<file path="config.mk">
export PLATFORM = sky130hd
export DESIGN_NAME = audio_sfx_sequencer
export DESIGN_NICKNAME = d
export VERILOG_FILES = /design/src/rtl/audio_pkg.sv /design/src/rtl/audio_sfx_sequencer_divider.sv /design/src/rtl/audio_sfx_sequencer.sv
export SDC_FILE = /design/constraint.sdc
export NUM_CORES = 1
export LEC_CHECK = 0
export CAP_MARGIN = 20
export CORE_MARGIN = 5
export CORE_UTILIZATION = 43
export CTS_BUF_LIST = sky130_fd_sc_hd__clkbuf_4 sky130_fd_sc_hd__clkbuf_8 sky130_fd_sc_hd__clkbuf_16
export CTS_CLUSTER_DIAMETER = 150
export DETAILED_ROUTE_END_ITERATION = 8
export PLACE_DENSITY_LB_ADDON = 0.12
export SETUP_SLACK_MARGIN = 0.4
export SLEW_MARGIN = 20
export SYNTH_ARGS = -nofsm -noshare
export SYNTH_HDL_FRONTEND = slang
export SYNTH_HIERARCHICAL = 1
export SYNTH_SLANG_ARGS = --single-unit
</file>
<file path="constraint.sdc">
create_clock -name clk -period 2.52 [get_ports clk]
set_clock_uncertainty 0.2 [all_clocks]
set_input_delay 0.252 -clock clk [delete_from_list [all_inputs] [get_ports clk]]
set_output_delay 0.252 -clock clk [all_outputs]
set_load 0.005 [all_outputs]
</file>
<file path="src/rtl/audio_pkg.sv">
// Shared constants for the sound-effect sequencer: effect table, silence level,
// state encoding and the volume scaler.
package audio_pkg;

  localparam int unsigned NUM_SFX_MAX = 4;
  localparam int unsigned IDX_W       = 2;
  localparam int unsigned TBL_ADDR_W  = 14;
  localparam int unsigned LEN_W       = 14;

  localparam int unsigned SFX_SHOT    = 0;
  localparam int unsigned SFX_HIT     = 1;
  localparam int unsigned SFX_ENGINE  = 2;
  localparam int unsigned SFX_EXPLODE = 3;

  localparam logic [7:0] SILENCE = 8'h80;

  // Start address and length (samples) of each effect in the shared ROM.
  localparam logic [TBL_ADDR_W-1:0] SFX_START [NUM_SFX_MAX] =
    '{14'h0010, 14'h0020, 14'h0030, 14'h0040};
  localparam logic [LEN_W-1:0] SFX_LEN [NUM_SFX_MAX] =
    '{14'd3, 14'd4, 14'd4, 14'd5};

  typedef enum logic [2:0] {
    ST_IDLE,
    ST_WAIT_TICK,
    ST_ISSUE,
    ST_CAPTURE,
    ST_LAST
  } state_t;

  // Attenuate around the midpoint so silence stays at 8'h80 for every volume.
  function automatic logic [7:0] scale(input logic [7:0] data, input logic [1:0] vol);
    logic signed [8:0] s;
    logic signed [8:0] a;
    s = $signed({1'b0, data}) - 9'sd128;
    a = s >>> vol;
    return 8'(a + 9'sd128);
  endfunction

endpackage

</file>
<file path="src/rtl/audio_sfx_sequencer_divider.sv">
// Free-running sample-rate divider; tick is high for the cycle where count==CLK_DIV-1.
module sample_rate_divider #(
  parameter int unsigned CLK_DIV = 12500
) (
  input  logic clk,
  input  logic reset,
  output logic tick
);

  localparam int unsigned CNT_W = $clog2(CLK_DIV);

  logic [CNT_W-1:0] count;

  // tick is registered one count early so it lines up with count==CLK_DIV-1.
  always_ff @(posedge clk) begin
    if (reset) begin
      count <= '0;
      tick  <= 1'b0;
    end else begin
      tick  <= (count == CNT_W'(CLK_DIV - 2));
      count <= (count == CNT_W'(CLK_DIV - 1)) ? '0 : count + CNT_W'(1);
    end
  end

endmodule

</file>
<file path="src/rtl/audio_sfx_sequencer.sv">
// Plays prioritised PCM sound effects from a shared sample ROM at a fixed sample
// rate, with volume attenuation, feeding audio_PWM.music_data.
module audio_sfx_sequencer
  import audio_pkg::*;
#(
  parameter int unsigned CLK_DIV = 12500,
  parameter int unsigned ADDR_W  = 14,
  parameter int unsigned NUM_SFX = 4
) (
  input  logic              clk,
  input  logic              reset,
  input  logic [NUM_SFX-1:0] sfx_req,
  input  logic [1:0]        volume,
  output logic [ADDR_W-1:0] rom_addr,
  input  logic [7:0]        rom_data,
  output logic [7:0]        music_data,
  output logic              busy,
  output logic [1:0]        active_sfx,
  output logic              sfx_done
);

  logic              tick;
  logic [IDX_W-1:0]  req_idx;
  logic              accept;
  state_t            state;
  logic [ADDR_W-1:0] ptr;
  logic [LEN_W-1:0]  remaining;

  sample_rate_divider #(.CLK_DIV(CLK_DIV)) u_divider (
    .clk   (clk),
    .reset (reset),
    .tick  (tick)
  );

  // Highest set request bit wins.
  always_comb begin
    req_idx = '0;
    for (int i = 0; i < NUM_SFX; i++) begin
      if (sfx_req[i]) req_idx = IDX_W'(i);
    end
  end

  assign accept = (|sfx_req) && (SFX_LEN[req_idx] != '0) &&
                  ((state == ST_IDLE) || (req_idx >= active_sfx));

  // Acceptance overrides any sample step in flight; music_data holds until the
  // new effect's first sample is captured.
  always_ff @(posedge clk) begin
    if (reset) begin
      state      <= ST_IDLE;
      rom_addr   <= '0;
      music_data <= SILENCE;
      busy       <= 1'b0;
      active_sfx <= '0;
      sfx_done   <= 1'b0;
      ptr        <= '0;
      remaining  <= '0;
    end else begin
      sfx_done <= 1'b0;
      if (accept) begin
        ptr        <= ADDR_W'(SFX_START[req_idx]);
        remaining  <= SFX_LEN[req_idx];
        active_sfx <= req_idx;
        busy       <= 1'b1;
        state      <= ST_WAIT_TICK;
      end else begin
        case (state)
          ST_IDLE: music_data <= SILENCE;
          ST_WAIT_TICK: begin
            if (tick) begin
              rom_addr <= ptr;
              state    <= ST_ISSUE;
            end
          end
          ST_ISSUE: state <= ST_CAPTURE;
          ST_CAPTURE: begin
            music_data <= scale(rom_data, volume);
            ptr        <= ptr + ADDR_W'(1);
            remaining  <= remaining - LEN_W'(1);
            state      <= (remaining == LEN_W'(1)) ? ST_LAST : ST_WAIT_TICK;
          end
          ST_LAST: begin
            if (tick) begin
              music_data <= SILENCE;
              busy       <= 1'b0;
              active_sfx <= '0;
              sfx_done   <= 1'b1;
              state      <= ST_IDLE;
            end
          end
          default: state <= ST_IDLE;
        endcase
      end
    end
  end

endmodule

</file>
==> results.md <==
| Item | This run | Unit |
| --- | --- | --- |
| Worst-skew pair later-pin latency | 0.34 | ns |
| Headroom to the max-slew limit | 60.98 | % |
| Crit path largest cell delay | 0.50 | ns |
| Final-stage net count | 448 | - |
| Number of enable flip-flop cells after synthesis | 0 | - |
| GRT Residual Overflow | 0 | - |
| Final routed wirelength across all metal layers | 7.094 | mm |
| Horizontal extent of the die | 98.38 | um |
| Cell area after technology mapping | 3358 | um^2 |
| H-tree Lvls | 3 | - |
| Category of the critical setup timing path | flip-flop to flip-flop | - |
| Overall routing resource usage | 15.39 | % |
| Post-synthesis net count | 390 | - |
| Global-route wire length before repair | 12.47 | mm |
| Worst EP required | 2.60 | ns |
| Leakage power figure | 1.688 | nW |
| Drt initial violations | 106 | - |
| Finished Core Util | 55.96 | % |
| Number of fill cells in the layout | 698 | - |
| Die Area | 9678 | um^2 |
| Number of buffers created by CTS | 9 | - |
| Effective utilization at floorplan | 43.91 | % |
| Maximum number of pins on one net before global-route repair | 26 | - |
| Outcome | complete, no violations | - |
| DR vias | 2,722 | - |
| Worst Path Buf+Inv | 0 | - |
| Critical Path AT | 2.12 | ns |
| Cell Rows | 32 | - |
| # IOs | 42 | - |
| Final GP Congestion | 0.7908 | - |
| Async set or reset register ratio after synthesis | 0 | % |
| CP max-delay cell | sky130_fd_sc_hd__or4_1 | - |
| Cell count after synthesis | 364 | - |
| Highest attainable clock frequency | 489.8 | MHz |
| Post-DR wirelength/cell | 13.41 | um |
| Final max-slew violation count | 0 | - |
| Buffer depth of the longest clock path | 2 | - |
| Peak fanout along the critical path | 3 | - |
| Final Hold Fails | 0 | - |
| Number of detailed-routing iterations run before antenna repair | 4 | - |
| Worst min-delay path category | flip-flop to flip-flop | - |
| Layout Cell Area excl Fill | 4279 | um^2 |
| CP Depth | 5 | - |
| Min Clock Period, post-route | 2.042 | ns |
| Slew at the pin closest to its max-slew limit | 0.5809 | ns |
| Final setup violation count | 0 | - |
| Core ar. | 7647 | um^2 |
| Part of the cycle the worst path needs | 81.02 | % |
| Cell chain of the critical path | nor4_4 -> nand2_2 -> or4_1 -> or3_1 -> a21oi_2 | - |
| Setup crit end kind | flip-flop | - |
| Worst setup timing slack at the placement stage | -0.08871 | ns |
| Type of origin of the critical path | flip-flop | - |
| DRC | 0 | - |
| Number of cells on the worst hold path | 2 | - |
| Clock tree from TritonCTS | done | - |
| Mean instance size in the synthesized netlist | 9.226 | um^2 |
| Height of the die | 98.38 | um |
| Post-detailed-placement cell area | 3976 | um^2 |
| Setup repair after global routing missed its margin | no | - |
| Vias in the first global route | 2,648 | - |
| Power per Cell Area | 533.6 | nW/um^2 |
| Port bufs | 41 | - |
| HPWL reported at the end of detailed placement | 4.932 | mm |
| TNS Setup | 0 | ns |
| Ys flop type | sky130_fd_sc_hd__dfxtp_1 | - |
| Total of flip-flops plus latches after synthesis | 72 | - |
| Ant. Diodes | 0 | - |
| Depth of the most critical reg-to-reg path | 5 | - |
| VDD IR max | 0.2558 | mV |
| Yosys cell types | 56 | - |
| Number of antenna violations at the first check in global routing | 0 | - |
| Total clock sinks | 72 | - |
| Post-layout total power | 2.283 | mW |
| Post-synth top area share | 42.92 | % |
| Clock slew seen by the registers of the worst setup and hold paths | 0.08 | ns |
| Area growth from synthesis to final layout | 27.42 | % |
| Share of post-route cells with drive strength above 1 | 15.69 | % |
| Ys Warns | 6 | - |
| Yosys top cell by area | sky130_fd_sc_hd__dfxtp_1 | - |
| DRT antenna net count | 0 | - |
| Post-DR vias/cell | 5.146 | - |
| Gate family responsible for the most delay along the worst path | simple AND/OR/NAND/NOR gates | - |
| Max-cap violation count | 0 | - |
| Post-synthesis sequential area ratio | 42.92 | % |
| Leading post-synthesis cells by cell area | sky130_fd_sc_hd__dfxtp_1, sky130_fd_sc_hd__nor2_1, sky130_fd_sc_hd__xnor2_1 | - |
| Worst-case setup margin in the final layout | 0.4783 | ns |
| Clock Root Buffer | sky130_fd_sc_hd__clkbuf_8 | - |
worst paths after layout:
kind	startpoint	end	slack, ns
worst min register to register	busy	busy	0.27
worst min-delay path	busy	busy	0.27
worst max-delay path	remaining[7]	state[2]	0.48
worst max register to register	remaining[7]	state[2]	0.48
Yosys cell counts, types with 4 or more instances:
cell type / number
sky130_fd_sc_hd__o21ai_0: 5
sky130_fd_sc_hd__ha_1: 10
sky130_fd_sc_hd__nand4_1: 14
sky130_fd_sc_hd__nor3_1: 7
sky130_fd_sc_hd__nor4_1: 6
sky130_fd_sc_hd__clkbuf_1: 8
sky130_fd_sc_hd__nor2_1: 68
sky130_fd_sc_hd__nand2b_1: 5
sky130_fd_sc_hd__xor2_1: 15
sky130_fd_sc_hd__a211oi_1: 6
sky130_fd_sc_hd__inv_1: 14
sky130_fd_sc_hd__dfxtp_1: 72
sky130_fd_sc_hd__and3_1: 5
sky130_fd_sc_hd__buf_2: 4
sky130_fd_sc_hd__a22o_1: 4
sky130_fd_sc_hd__nand2_1: 17
sky130_fd_sc_hd__mux2i_1: 15
sky130_fd_sc_hd__nand3_1: 6
sky130_fd_sc_hd__a21oi_1: 9
sky130_fd_sc_hd__xnor2_1: 22
sequential cells by signal, summed over array words and instances (netlist names):
register	count
remaining	14
music_data	8
ptr	14
state	3
active_sfx	2
sfx_done	1
u_divider/tick	1
rom_addr	14
busy	1
u_divider/count	14
placed cells by master (no fill, tap or decap), drive strengths merged, types with 2 or more instances in the layout:
master and n:
a211oi 6, a21oi 10, a22o 4, a32o 2, and3 5, and4 3, and4b 2, buf 22
clkbuf 9, clkdlybuf4s50 38, clkinv 5, dfxtp 72, dlymetal6s2s 3, ha 10, inv 15, mux2i 15
mux4 3, nand2 18, nand2b 5, nand3 7, nand4 14, nor2 68, nor2b 2, nor3 8
nor3b 3, nor4 8, o211ai 3, o21ai 8, o41ai 2, or3 3, or4 2, xnor2 22
xor2 15
kinds of logic after synthesis:
group | after synthesis | share of synthesized area, %
AOI/OAI and AO/OA | 42 | 9.017
and+or+nand+nor | 154 | 23.77
adders and majority gates | 10 | 3.726
xor gates and xnor gates | 37 | 9.650
buffers and inverters | 30 | 4.098
DFF | 72 | 42.92
muxes | 19 | 6.818
where the power goes:
group	internal, mW	switching [mW]
sequential	1.16	0.0224
combinational	0.105	0.105
clock	0.459	0.437
tightest hold or removal path, cell delays in order (launching register included):
cell,delay [ns]
sky130_fd_sc_hd__dfxtp_1,0.32
sky130_fd_sc_hd__nand2_1,0.05
sky130_fd_sc_hd__a21oi_1,0.05
routing by layer:
metal	track usage [%]	up-vias	share of wire (%)
li1	-	1393	-
met1	20.45	1272	50
met2	24.23	47	44
met3	5.000	10	4.3
met4	3.887	0	1.1
met5	0	-	0
area by class of cell:
class                   instances  area, um^2  share of cell area [%]
flip-flops and latches         72        1444                   33.74
inverters                      14       52.55                   1.228
clock buffers                   9       123.9                   2.895
clock inverters                 7       71.32                   1.667
repair buffers                 63       608.1                   14.21
well taps                     102       127.6                   2.982
multi-input cells             262        1852                   43.27
what timing repair did:
action / in CTS / in global routing
hold buffers: 0 / 0
setup buffers: 2 / 4
resized for setup: 6 / 9
endpoints found under the setup margin: 11 / 39
pin swaps: 4 / 4
metrics by stage:
stage | hold slack (ns) | cells
after global placement | 0.2547 | 507
final | 0.2666 | 529
after CTS | 0.2681 | 525
after detailed placement | 0.2580 | 507
after floorplan | 0.2025 | 364
after global routing | 0.3046 | 529
Note: power is estimated with default switching activity, not from simulation.
